<file path="src/rtl/line_burst_bridge_pkg.sv">
// Shared types and sizing helpers for the cache-line to beat-burst bridge.
package line_bridge_pkg;

    typedef enum logic [2:0] {
        IDLE    = 3'd0,
        CMD     = 3'd1,
        WDATA   = 3'd2,
        RDATA   = 3'd3,
        RESP    = 3'd4,
        RELEASE = 3'd5
    } state_t;

    // Number of external beats that make up one cache line.
    function automatic int calc_beats(input int line_w, input int beat_w);
        return line_w / beat_w;
    endfunction

    // Number of byte-offset bits inside one line (forced to zero on the bus).
    function automatic int calc_offs(input int line_w);
        return $clog2(line_w / 8);
    endfunction

    // Beat counter width; at least one bit even for a single-beat line.
    function automatic int calc_cnt_w(input int beats);
        return (beats > 1) ? $clog2(beats) : 1;
    endfunction

    localparam int DEF_BEATS = calc_beats(512, 64);
    localparam int DEF_OFFS  = calc_offs(512);
    localparam int DEF_CNT_W = calc_cnt_w(DEF_BEATS);

endpackage

</file>
<file path="src/rtl/line_burst_bridge_if.sv">
// External command / write-beat / read-beat bus between the bridge and memory.
interface line_burst_bridge_if #(
    parameter int ADDR_WIDTH = 32,
    parameter int BEAT_WIDTH = 64
);
    logic                  ext_cmd_valid;
    logic                  ext_cmd_ready;
    logic [ADDR_WIDTH-1:0] ext_cmd_addr;
    logic                  ext_cmd_we;
    logic [BEAT_WIDTH-1:0] ext_wdata;
    logic                  ext_wvalid;
    logic                  ext_wready;
    logic                  ext_wlast;
    logic [BEAT_WIDTH-1:0] ext_rdata;
    logic                  ext_rvalid;
    logic                  ext_rlast;
    logic                  ext_rready;

    // Bridge side: issues commands and write beats, accepts read beats.
    modport master (
        output ext_cmd_valid, ext_cmd_addr, ext_cmd_we,
        output ext_wdata, ext_wvalid, ext_wlast,
        output ext_rready,
        input  ext_cmd_ready, ext_wready,
        input  ext_rdata, ext_rvalid, ext_rlast
    );

    // Memory side.
    modport slave (
        input  ext_cmd_valid, ext_cmd_addr, ext_cmd_we,
        input  ext_wdata, ext_wvalid, ext_wlast,
        input  ext_rready,
        output ext_cmd_ready, ext_wready,
        output ext_rdata, ext_rvalid, ext_rlast
    );
endinterface

</file>
<file path="src/rtl/line_burst_bridge_serdes.sv">
// Line register pair: write line sliced into beats by the shared counter, and
// a read assembly buffer filled one beat slot at a time.
module line_beat_serdes #(
    parameter int LINE_W = 512,
    parameter int BEAT_W = 64,
    parameter int CNT_W  = 3
) (
    input  logic              clk,
    input  logic              rst_n,
    input  logic              i_load,
    input  logic [LINE_W-1:0] i_load_line,
    input  logic [CNT_W-1:0]  i_cnt,
    input  logic              i_beat_we,
    input  logic [BEAT_W-1:0] i_beat,
    output logic [BEAT_W-1:0] o_wbeat,
    output logic [LINE_W-1:0] o_rline_nxt
);
    logic [LINE_W-1:0] r_wline;
    logic [LINE_W-1:0] r_rbuf;
    logic [LINE_W-1:0] w_rline_nxt;

    // Next assembly-buffer value: drop the incoming beat into its slot, keep the rest.
    always_comb begin
        w_rline_nxt = r_rbuf;
        if (i_beat_we) begin
            w_rline_nxt[int'(i_cnt)*BEAT_W +: BEAT_W] = i_beat;
        end
    end

    // Hold the captured write line and the read assembly buffer.
    always_ff @(posedge clk or negedge rst_n) begin
        if (!rst_n) begin
            r_wline <= '0;
            r_rbuf  <= '0;
        end else begin
            if (i_load) begin
                r_wline <= i_load_line;
            end
            r_rbuf <= w_rline_nxt;
        end
    end

    assign o_wbeat     = r_wline[int'(i_cnt)*BEAT_W +: BEAT_W];
    assign o_rline_nxt = w_rline_nxt;

endmodule

</file>
<file path="src/rtl/line_burst_bridge.sv">
// Converts single req/ack cache-line transfers into a command plus a beat burst
// on the external valid/ready bus, with one ack (and error flag) per line.
module line_burst_bridge
    import line_bridge_pkg::*;
#(
    parameter int ADDR_WIDTH       = 32,
    parameter int CACHE_LINE_WIDTH = 512,
    parameter int BEAT_WIDTH       = 64
) (
    input  logic                        clk,
    input  logic                        rst_n,
    input  logic [ADDR_WIDTH-1:0]       line_addr,
    input  logic [CACHE_LINE_WIDTH-1:0] line_wdata,
    output logic [CACHE_LINE_WIDTH-1:0] line_rdata,
    input  logic                        line_req,
    input  logic                        line_we,
    output logic                        line_ack,
    output logic                        line_err,
    line_burst_bridge_if.master         ext,
    output logic                        busy
);
    localparam int BEATS = calc_beats(CACHE_LINE_WIDTH, BEAT_WIDTH);
    localparam int OFFS  = calc_offs(CACHE_LINE_WIDTH);
    localparam int CNT_W = calc_cnt_w(BEATS);
    localparam logic [CNT_W-1:0]      LAST_CNT   = CNT_W'(BEATS - 1);
    localparam logic [ADDR_WIDTH-1:0] ALIGN_MASK = {ADDR_WIDTH{1'b1}} << OFFS;

    state_t                      r_state;
    state_t                      w_state_nxt;
    logic [CNT_W-1:0]            r_cnt;
    logic [CNT_W-1:0]            w_cnt_nxt;
    logic                        r_err;
    logic                        w_err_nxt;
    logic [ADDR_WIDTH-1:0]       r_addr;
    logic                        r_we;
    logic [CACHE_LINE_WIDTH-1:0] r_rdata;
    logic                        w_capture;
    logic                        w_beat_wr;
    logic                        w_rd_done;
    logic [BEAT_WIDTH-1:0]       w_wbeat;
    logic [CACHE_LINE_WIDTH-1:0] w_rline_nxt;

    line_beat_serdes #(
        .LINE_W (CACHE_LINE_WIDTH),
        .BEAT_W (BEAT_WIDTH),
        .CNT_W  (CNT_W)
    ) u_serdes (
        .clk         (clk),
        .rst_n       (rst_n),
        .i_load      (w_capture),
        .i_load_line (line_wdata),
        .i_cnt       (r_cnt),
        .i_beat_we   (w_beat_wr),
        .i_beat      (ext.ext_rdata),
        .o_wbeat     (w_wbeat),
        .o_rline_nxt (w_rline_nxt)
    );

    // Next-state, counter and error decode for the transfer sequence.
    always_comb begin
        w_state_nxt = r_state;
        w_cnt_nxt   = r_cnt;
        w_err_nxt   = r_err;
        w_capture   = 1'b0;
        w_beat_wr   = 1'b0;
        w_rd_done   = 1'b0;
        case (r_state)
            IDLE: begin
                if (line_req) begin
                    w_capture   = 1'b1;
                    w_err_nxt   = 1'b0;
                    w_state_nxt = CMD;
                end
            end
            CMD: begin
                if (ext.ext_cmd_ready) begin
                    w_cnt_nxt   = '0;
                    w_state_nxt = r_we ? WDATA : RDATA;
                end
            end
            WDATA: begin
                if (ext.ext_wready) begin
                    if (r_cnt == LAST_CNT) begin
                        w_err_nxt   = 1'b0;
                        w_state_nxt = RESP;
                    end else begin
                        w_cnt_nxt = r_cnt + 1'b1;
                    end
                end
            end
            RDATA: begin
                if (ext.ext_rvalid) begin
                    w_beat_wr = 1'b1;
                    if (r_cnt == LAST_CNT) begin
                        // Full burst: only well-formed if it is marked last.
                        w_err_nxt   = ~ext.ext_rlast;
                        w_rd_done   = 1'b1;
                        w_state_nxt = RESP;
                    end else if (ext.ext_rlast) begin
                        // Early termination: remaining slots keep old data.
                        w_err_nxt   = 1'b1;
                        w_rd_done   = 1'b1;
                        w_state_nxt = RESP;
                    end else begin
                        w_cnt_nxt = r_cnt + 1'b1;
                    end
                end
            end
            RESP: begin
                w_cnt_nxt   = '0;
                w_state_nxt = RELEASE;
            end
            RELEASE: begin
                // A level req still high after ack must not start a new line.
                if (!line_req) begin
                    w_state_nxt = IDLE;
                end
            end
            default: begin
                w_state_nxt = IDLE;
            end
        endcase
    end

    // State register.
    always_ff @(posedge clk or negedge rst_n) begin
        if (!rst_n) begin
            r_state <= IDLE;
        end else begin
            r_state <= w_state_nxt;
        end
    end

    // Captured command, beat counter, error flag and the presented read line.
    always_ff @(posedge clk or negedge rst_n) begin
        if (!rst_n) begin
            r_cnt   <= '0;
            r_err   <= 1'b0;
            r_addr  <= '0;
            r_we    <= 1'b0;
            r_rdata <= '0;
        end else begin
            r_cnt <= w_cnt_nxt;
            r_err <= w_err_nxt;
            if (w_capture) begin
                r_addr <= line_addr & ALIGN_MASK;
                r_we   <= line_we;
            end
            if (w_rd_done) begin
                r_rdata <= w_rline_nxt;
            end
        end
    end

    assign ext.ext_cmd_valid = (r_state == CMD);
    assign ext.ext_cmd_addr  = r_addr;
    assign ext.ext_cmd_we    = r_we;
    assign ext.ext_wvalid    = (r_state == WDATA);
    assign ext.ext_wlast     = (r_state == WDATA) && (r_cnt == LAST_CNT);
    assign ext.ext_wdata     = (r_state == WDATA) ? w_wbeat : '0;
    assign ext.ext_rready    = (r_state == RDATA);
    assign line_ack          = (r_state == RESP);
    assign line_err          = (r_state == RESP) && r_err;
    assign line_rdata        = r_rdata;
    assign busy              = (r_state != IDLE);

endmodule

</file>
<file path="src/flat_wrapper.sv">
// flat-port wrapper written by rule: the top's interface ports become plain ports
module line_burst_bridge_flat import line_bridge_pkg::*;
#(
    parameter int ADDR_WIDTH       = 32,
    parameter int CACHE_LINE_WIDTH = 512,
    parameter int BEAT_WIDTH       = 64
)
  (clk, rst_n, line_addr, line_wdata, line_rdata, line_req, line_we, line_ack, line_err, busy, ext_ext_cmd_valid, ext_ext_cmd_addr, ext_ext_cmd_we, ext_ext_wdata, ext_ext_wvalid, ext_ext_wlast, ext_ext_rready, ext_ext_cmd_ready, ext_ext_wready, ext_ext_rdata, ext_ext_rvalid, ext_ext_rlast);
  line_burst_bridge_if #(.ADDR_WIDTH(ADDR_WIDTH), .BEAT_WIDTH(BEAT_WIDTH)) ext_i ();
  input  logic clk;
  input  logic rst_n;
  input  logic [ADDR_WIDTH-1:0] line_addr;
  input  logic [CACHE_LINE_WIDTH-1:0] line_wdata;
  output logic [CACHE_LINE_WIDTH-1:0] line_rdata;
  input  logic line_req;
  input  logic line_we;
  output logic line_ack;
  output logic line_err;
  output logic busy;
  output wire logic [$bits(ext_i.ext_cmd_valid)-1:0] ext_ext_cmd_valid;
  output wire logic [$bits(ext_i.ext_cmd_addr)-1:0] ext_ext_cmd_addr;
  output wire logic [$bits(ext_i.ext_cmd_we)-1:0] ext_ext_cmd_we;
  output wire logic [$bits(ext_i.ext_wdata)-1:0] ext_ext_wdata;
  output wire logic [$bits(ext_i.ext_wvalid)-1:0] ext_ext_wvalid;
  output wire logic [$bits(ext_i.ext_wlast)-1:0] ext_ext_wlast;
  output wire logic [$bits(ext_i.ext_rready)-1:0] ext_ext_rready;
  input wire logic [$bits(ext_i.ext_cmd_ready)-1:0] ext_ext_cmd_ready;
  input wire logic [$bits(ext_i.ext_wready)-1:0] ext_ext_wready;
  input wire logic [$bits(ext_i.ext_rdata)-1:0] ext_ext_rdata;
  input wire logic [$bits(ext_i.ext_rvalid)-1:0] ext_ext_rvalid;
  input wire logic [$bits(ext_i.ext_rlast)-1:0] ext_ext_rlast;
  assign ext_ext_cmd_valid = ext_i.ext_cmd_valid;
  assign ext_ext_cmd_addr = ext_i.ext_cmd_addr;
  assign ext_ext_cmd_we = ext_i.ext_cmd_we;
  assign ext_ext_wdata = ext_i.ext_wdata;
  assign ext_ext_wvalid = ext_i.ext_wvalid;
  assign ext_ext_wlast = ext_i.ext_wlast;
  assign ext_ext_rready = ext_i.ext_rready;
  assign ext_i.ext_cmd_ready = ext_ext_cmd_ready;
  assign ext_i.ext_wready = ext_ext_wready;
  assign ext_i.ext_rdata = ext_ext_rdata;
  assign ext_i.ext_rvalid = ext_ext_rvalid;
  assign ext_i.ext_rlast = ext_ext_rlast;
  line_burst_bridge #(.ADDR_WIDTH(ADDR_WIDTH), .CACHE_LINE_WIDTH(CACHE_LINE_WIDTH), .BEAT_WIDTH(BEAT_WIDTH)) u_core (.clk(clk), .rst_n(rst_n), .line_addr(line_addr), .line_wdata(line_wdata), .line_rdata(line_rdata), .line_req(line_req), .line_we(line_we), .line_ack(line_ack), .line_err(line_err), .ext(ext_i), .busy(busy));
endmodule
</file>
<file path="config.mk">
export PLATFORM = sky130hd
export DESIGN_NAME = line_burst_bridge_flat
export DESIGN_NICKNAME = d
export VERILOG_FILES = /design/src/rtl/line_burst_bridge_pkg.sv /design/src/rtl/line_burst_bridge_if.sv /design/src/rtl/line_burst_bridge_serdes.sv /design/src/rtl/line_burst_bridge.sv /design/src/flat_wrapper.sv
export SDC_FILE = /design/constraint.sdc
export NUM_CORES = 2
export LEC_CHECK = 0
export CAP_MARGIN = 20
export CORE_AREA = 2 2 484 486
export DETAILED_ROUTE_END_ITERATION = 8
export DIE_AREA = 0 0 486 488
export PLACE_DENSITY = 0.52
export SLEW_MARGIN = 20
export SYNTH_ARGS = -nofsm -noshare
export SYNTH_HDL_FRONTEND = slang
export SYNTH_SLANG_ARGS = --single-unit
</file>
<file path="constraint.sdc">
create_clock -name clk -period 7.1 [get_ports clk]
set_input_delay 1.065 -clock clk [delete_from_list [all_inputs] [get_ports clk]]
set_output_delay 1.065 -clock clk [all_outputs]
set_load 0.02 [all_outputs]
</file>
# ---- Word level (Yosys, flattened, before mapping)
# Index checks and enable logic that the tools add are counted.
dict set report word_totals {
  ff_bits 1570
  latch_bits 0
  ram_bits 0
  mem_bits_ro 0
  in_bits 616
  output_inout_bits 616
  memories 0
}
dict set report op_classes {
  addsub 2
  mul 0
  n_div 0
  n_lt_le_gt_ge 0
  eq_ne 16
  n_shift 3
  muxes 35
  bitwise 1
  n_reduce_logical 9
}
# op n
set ops {}
lappend ops {{512-bit bitwise mux} 1}
lappend ops {{512-bit two-way mux} 1}
lappend ops {{64-bit by 33-bit variable shift with 512-bit output (first input constant)} 1}
lappend ops {{512-bit by 10-bit variable part select with 64-bit output} 1}
lappend ops {{64-bit by 33-bit variable part select with 512-bit output} 1}
lappend ops {{64-bit two-way mux} 1}
lappend ops {{3-bit two-way mux} 14}
lappend ops {{9-bit negator with 33-bit output} 1}
lappend ops {{3-bit case mux with 6 select lines} 1}
lappend ops {{1-bit two-way mux} 15}
lappend ops {{7-bit AND reduction} 2}
lappend ops {{3-bit case mux with 4 select lines} 1}
lappend ops {{2-bit inequality test (second input constant)} 5}
lappend ops {{3-bit equality test (second input constant)} 3}
lappend ops {{2-bit by 1-bit inequality test with 1-bit output (second input constant)} 4}
lappend ops {{3-bit by 2-bit equality test with 1-bit output (second input constant)} 2}
lappend ops {{6-bit AND reduction} 1}
lappend ops {{3-bit nonzero test} 2}
lappend ops {{4-bit nonzero test} 1}
lappend ops {{3-bit by 1-bit adder with 3-bit output (second input constant)} 1}
lappend ops {{3-bit by 1-bit equality test with 1-bit output (second input constant)} 1}
lappend ops {{3-bit logical NOT} 1}
lappend ops {{3-bit by 1-bit inequality test with 1-bit output (second input constant)} 1}
lappend ops {{1-bit case mux with 3 select lines} 1}
lappend ops {{2 further kinds} 3}

# ---- Depth between registers and ports, before layout
dict set report depth {
  word_depth 5
  mapped_depth 13
  ltp_nobuf 7
}

# ---- Hierarchy
# From an unflattened synthesis, not the netlist that was laid out.
dict set report unflattened {
  hier_cells 4177
  area_unflattened_um2 67264.5
}
# module instances cells_per_inst area_per_inst_um2 seq_area_each_um2
set by_module_without_submodules {}
lappend by_module_without_submodules {line_beat_serdes 1 2895 43795.8 25624.6}
lappend by_module_without_submodules {line_burst_bridge 1 1282 23468.8 13663.1}

# ---- Worst setup path after synthesis
# No wires, ideal clock.
dict set report synth_timing {
  path_kind {reg-to-reg}
  from {reg u_core.r_cnt[1]}
  to {reg u_core.r_rdata[377] (netlist: u_core.line_rdata[377])}
  t_arrival_ps 3187
  slack_ps 3778
  path_stages_with_launch 14
  n_path_buf 6
  path_cell_list {dfrtp_1 clkbuf_1 clkbuf_1 clkbuf_1 inv_1 ha_1 ha_1 or3b_1 or3_1 buf_2 clkbuf_1 buf_1 nand2_1 a31oi_1}
}
dict set report synth_between {
  elab_chain_len 4
  elab_cells_between_ends 9
}
# element line_no
set synth_rtl {}
lappend synth_rtl {{from (decl)} line_burst_bridge.sv:30} ;# logic [CNT_W-1:0] r_cnt;
lappend synth_rtl {{from (signal assigned)} line_burst_bridge.sv:143} ;# r_cnt <= w_cnt_nxt;
lappend synth_rtl {{9-bit negator with 33-bit output or 3-bit equality test (tied branches)} {line_burst_bridge_serdes.sv:26, line_burst_bridge.sv:94}}
lappend synth_rtl {{64-bit by 33-bit variable part select with 512-bit output, or another cell as far along} line_burst_bridge_serdes.sv:26} ;# w_rline_nxt[int'(i_cnt)*BEAT_W +: BEAT_W] = i_beat;
lappend synth_rtl {{512-bit bitwise mux or 1-bit two-way mux (tied branches)} {line_burst_bridge_serdes.sv:26, line_burst_bridge.sv:92}}
lappend synth_rtl {{512-bit two-way mux or 1-bit two-way mux (tied branches)} {line_burst_bridge_serdes.sv:25, line_burst_bridge.sv:67}}
lappend synth_rtl {{to (signal assigned)} line_burst_bridge.sv:150} ;# r_rdata <= w_rline_nxt;
lappend synth_rtl {{to (decl)} line_burst_bridge.sv:36} ;# logic [CACHE_LINE_WIDTH-1:0] r_rdata;
# Several ways; a longest one is shown, not always the timed one.
# A chain may end at the register's enable or synchronous reset.

# ---- Worst setup path after layout
dict set report layout_timing {
  from {reg u_core.r_cnt[1]}
  to {out ext_ext_wdata[61]}
}
dict set report layout_between {
  elab_chain_len 2
}
# element line_no
set layout_rtl {}
lappend layout_rtl {{512-bit by 10-bit variable part select with 64-bit output} line_burst_bridge_serdes.sv:43} ;# assign o_wbeat = r_wline[int'(i_cnt)*BEAT_W +: BEAT_W];
lappend layout_rtl {{64-bit two-way mux} line_burst_bridge.sv:160} ;# assign ext.ext_wdata = (r_state == WDATA) ? w_wbeat : '0;
lappend layout_rtl {{to (decl)} flat_wrapper.sv:23} ;# output wire logic [$bits(ext_i.ext_wdata)-1:0] ext_ext_wdata;
# Every way passes these cells.

==> results.sh <==
export IMPL_status="finished, final reports clean"
export IMPL_regArea_um2=39300
export IMPL_cpPeakStageDelay_ns=0.79
export IMPL_area_growth_pct=34.0
export IMPL_layout_setup_ws_ns=1.79
export IMPL_setup_violations=0
export IMPL_async_flop_share_pct=100
export IMPL_dieArea_um2=237000
export IMPL_synth_avg_cell_area_um2=12.2
export IMPL_total_power_mw=37.7
export IMPL_synth_cell_types=43
export IMPL_fillCellCount=22648
export IMPL_first_global_vias=46914
export IMPL_grt_max_degree=188
export IMPL_finalCritPeriodShare_pct=74.8
export IMPL_max_freq_ghz=0.188
export IMPL_min_path_type="input pin to async pin"
export IMPL_slowest_stage="dfrtp_4"
export IMPL_ys_seq_elements=1570
export IMPL_wl_per_cell_um=25.9
export IMPL_cp_cell_sequence="buf_4, buf_4, mux4_2, nand2_1, a21oi_1, clkdlybuf4s50_1"
export IMPL_finalClockSkew_ns=0.0639
export IMPL_min_period_ns=5.31
export IMPL_drtIter0Drc=3255
export IMPL_crit_top_cell="buf_4"
export IMPL_insertion_delay_ns=0.82
export IMPL_vias=46214
export IMPL_htreeDepth=4
export IMPL_finalHoldWorstSlack_ns=0.162
export IMPL_first_pass_iters=5
export IMPL_grt_overflow_total=0
export IMPL_wl_mm=248
export IMPL_drt_vias_per_instance=4.82
export IMPL_netlist_area_um2=63600
export IMPL_critPathKind="flip-flop to output pin"
export IMPL_cp_max_fo=33
export IMPL_hpwl_mm=180
export IMPL_end_kind="output pin"
export IMPL_relSlewSlack_pct=9.79
export IMPL_die_height_um=488
export IMPL_cts_tree="yes"
export IMPL_io_pins=1232
export IMPL_port_buffers=1219
export IMPL_hold_violations=0
export IMPL_worst_pin_slew_ns=1.35
export IMPL_die_x_um=486
export IMPL_cts_sinks=1570
export IMPL_drv_slew=0
export IMPL_synth_edff_count=0
export IMPL_nets=6963
export IMPL_num_rows=177
export IMPL_dp_slack_ns=2.28
export IMPL_utilization_pct=36.8
export IMPL_cts_buffers=181
export IMPL_worstPathRequired_ns=6.03
export IMPL_crit_path_start_kind="flip-flop"
export IMPL_crit_arrival_ns=4.24
export IMPL_synth_flop_cell="dfrtp_1"
export IMPL_crit_family="buffers and inverters"
export IMPL_place_congestion=0.865
export IMPL_clkTransAtPathRegs_ns=0.06
export IMPL_crit_buf_inv=3
export IMPL_max_cap_violations=0
export IMPL_clockRootBuffer="clkbuf_16"
export IMPL_start_util_pct=27.4
export IMPL_vdd_drop_max_mv=0.235
export IMPL_rsz0062_at_grt="false"
export IMPL_grt_use_total_pct=20.5
export IMPL_clockBufferDepth=3
export IMPL_p_per_area_nw_per_um2=442
export IMPL_coreArea_um2=232000
export IMPL_post_cts_buffers=0
export IMPL_ys_warnings_count=0
export IMPL_route_detailed_drc=0
export IMPL_multi_input_area_um2=22800
export IMPL_cts_hold_buf=0
export IMPL_ant_nets=0
export IMPL_drive_gt1_share_pct=22.5
export IMPL_fin_setup_tns_ns=0
export IMPL_power_leakage_nw=37.0
export IMPL_cts_resized=0
export IMPL_yosysSeqAreaShare_pct=61.8
export IMPL_antenna_found_initial=124
export IMPL_netlist_instances=5236
export IMPL_grt_pass1_wl_mm=350
[path summary, 6_finish.rpt]
check                                                            from                               endpoint  slack [ns]  depth (start not counted)
worst min register to register  u_core.u_serdes.r_rbuf[478]$_DFF_PN0_  u_core.u_serdes.r_rbuf[478]$_DFF_PN0_        0.46                          2
max in group asynchronous                                       rst_n     u_core.line_rdata[383]$_DFFE_PN0P_        4.81                          3
min in group clk                u_core.u_serdes.r_rbuf[478]$_DFF_PN0_  u_core.u_serdes.r_rbuf[478]$_DFF_PN0_        0.46                          2
worst min-delay path                                            rst_n      u_core.line_rdata[38]$_DFFE_PN0P_        0.16                          1
worst max register to register            u_core.r_cnt[0]$_DFFE_PN0P_     u_core.line_rdata[397]$_DFFE_PN0P_        2.52                          8
worst max-delay path                      u_core.r_cnt[1]$_DFFE_PN0P_                      ext_ext_wdata[61]        1.79                          6
[worst reg2reg max path: cells and delay by family, from the launching register on]
family | cells | cell delay, ns
simple gates | 2 | 1.56
flops | 1 | 0.94
buf+inv | 2 | 0.75
fa+ha+maj | 2 | 0.67
compound gates | 1 | 0.41
mux | 1 | 0.22
[per-stage QoR]
stage          std cells  area (um^2)
3_5_place_dp        9202        79000
4_1_cts             9539        85200
2_1_floorplan       5241        63600
6_report            9579        85300
5_1_grt             9554        85200
3_3_place_gp        9200        78900
[synth_stat cells (2+ instances only)]
cell type / n / area share (%)
dfrtp_1: 1570 / 62
nand2_1: 1017 / 6.0
mux2_2: 706 / 12
nor2_1: 352 / 2.1
a31oi_1: 346 / 3.4
clkbuf_1: 225 / 1.3
or2_2: 222 / 2.2
o31ai_1: 166 / 2.0
o21ai_0: 147 / 1.2
mux4_2: 128 / 4.5
buf_2: 93 / 0.73
a21oi_1: 68 / 0.53
buf_1: 47 / 0.28
or2_1: 34 / 0.33
nand3_1: 28 / 0.22
o21ai_1: 21 / 0.17
or3_1: 9 / 0.088
buf_6: 7 / 0.12
buf_4: 6 / 0.071
inv_1: 6 / 0.035
ha_1: 5 / 0.098
nand3b_1: 5 / 0.059
nand2b_1: 4 / 0.039
nor3_1: 3 / 0.024
nor2b_1: 2 / 0.020
or3b_1: 2 / 0.028
[state kept, by name (all words and copies together), names as in the netlist]
register and cells:
u_core.ext.ext_cmd_addr 26, u_core.ext.ext_cmd_we 1, u_core.line_rdata 512, u_core.r_cnt 3
u_core.r_err 1, u_core.r_state 3, u_core.u_serdes.r_rbuf 512, u_core.u_serdes.r_wline 512
[where the power goes]
part           switching (mW)  internal, mW
sequential               1.96          12.1
clock                    3.97          5.67
combinational            7.49          6.46
[kinds of logic (layout without fill, tap and decap cells)]
logic type / after synthesis / in the layout / share of synthesized area, %
and+or+nand+nor: 1686 / 1686 / 11.2
DFF: 1570 / 1570 / 61.8
muxes: 834 / 834 / 17.0
AOI/OAI and AO/OA: 756 / 756 / 7.32
buffers and inverters: 384 / 1639 / 2.57
adders and majority gates: 5 / 5 / 0.0983
other: 1 / 46 / 0.00589
[per-layer routing]
layer	part of all wire, %	GRT usage, %
met1	40	25.0
met5	0.25	0
met3	9.0	7.38
met2	47	33.2
met4	3.9	7.78
[cell usage in the layout (no fill, tap or decap), drive strengths merged, types with 2 or more instances in the layout]
cell type / Yosys / final
dfrtp: 1570 / 1570
clkdlybuf4s50: 0 / 1218
nand2: 1017 / 1017
mux2: 706 / 706
nor2: 352 / 352
a31oi: 346 / 346
clkbuf: 225 / 265
or2: 256 / 256
o21ai: 168 / 168
o31ai: 166 / 166
mux4: 128 / 128
buf: 153 / 78
a21oi: 68 / 68
clkinv: 0 / 50
diode: 0 / 40
nand3: 28 / 28
bufinv: 0 / 11
inv: 6 / 11
or3: 9 / 9
conb: 1 / 6
clkinvlp: 0 / 6
nand3b: 5 / 5
ha: 5 / 5
nand2b: 4 / 4
nor3: 4 / 4
or3b: 2 / 2
nor2b: 2 / 2
[layout make-up]
| class | instances | area share [%] |
|---|---|---|
| well taps | 3043 | 4.46 |
| clock buffers | 265 | 6.30 |
| clock inverters | 72 | 0.982 |
| multi-input cells | 3287 | 26.7 |
| repair buffers | 1296 | 15.3 |
| flip-flops and latches | 1570 | 46.1 |
| inverters | 6 | 0.0293 |
| diodes | 40 | 0.117 |
No activity file was read; power rests on OpenSTA's default activity.
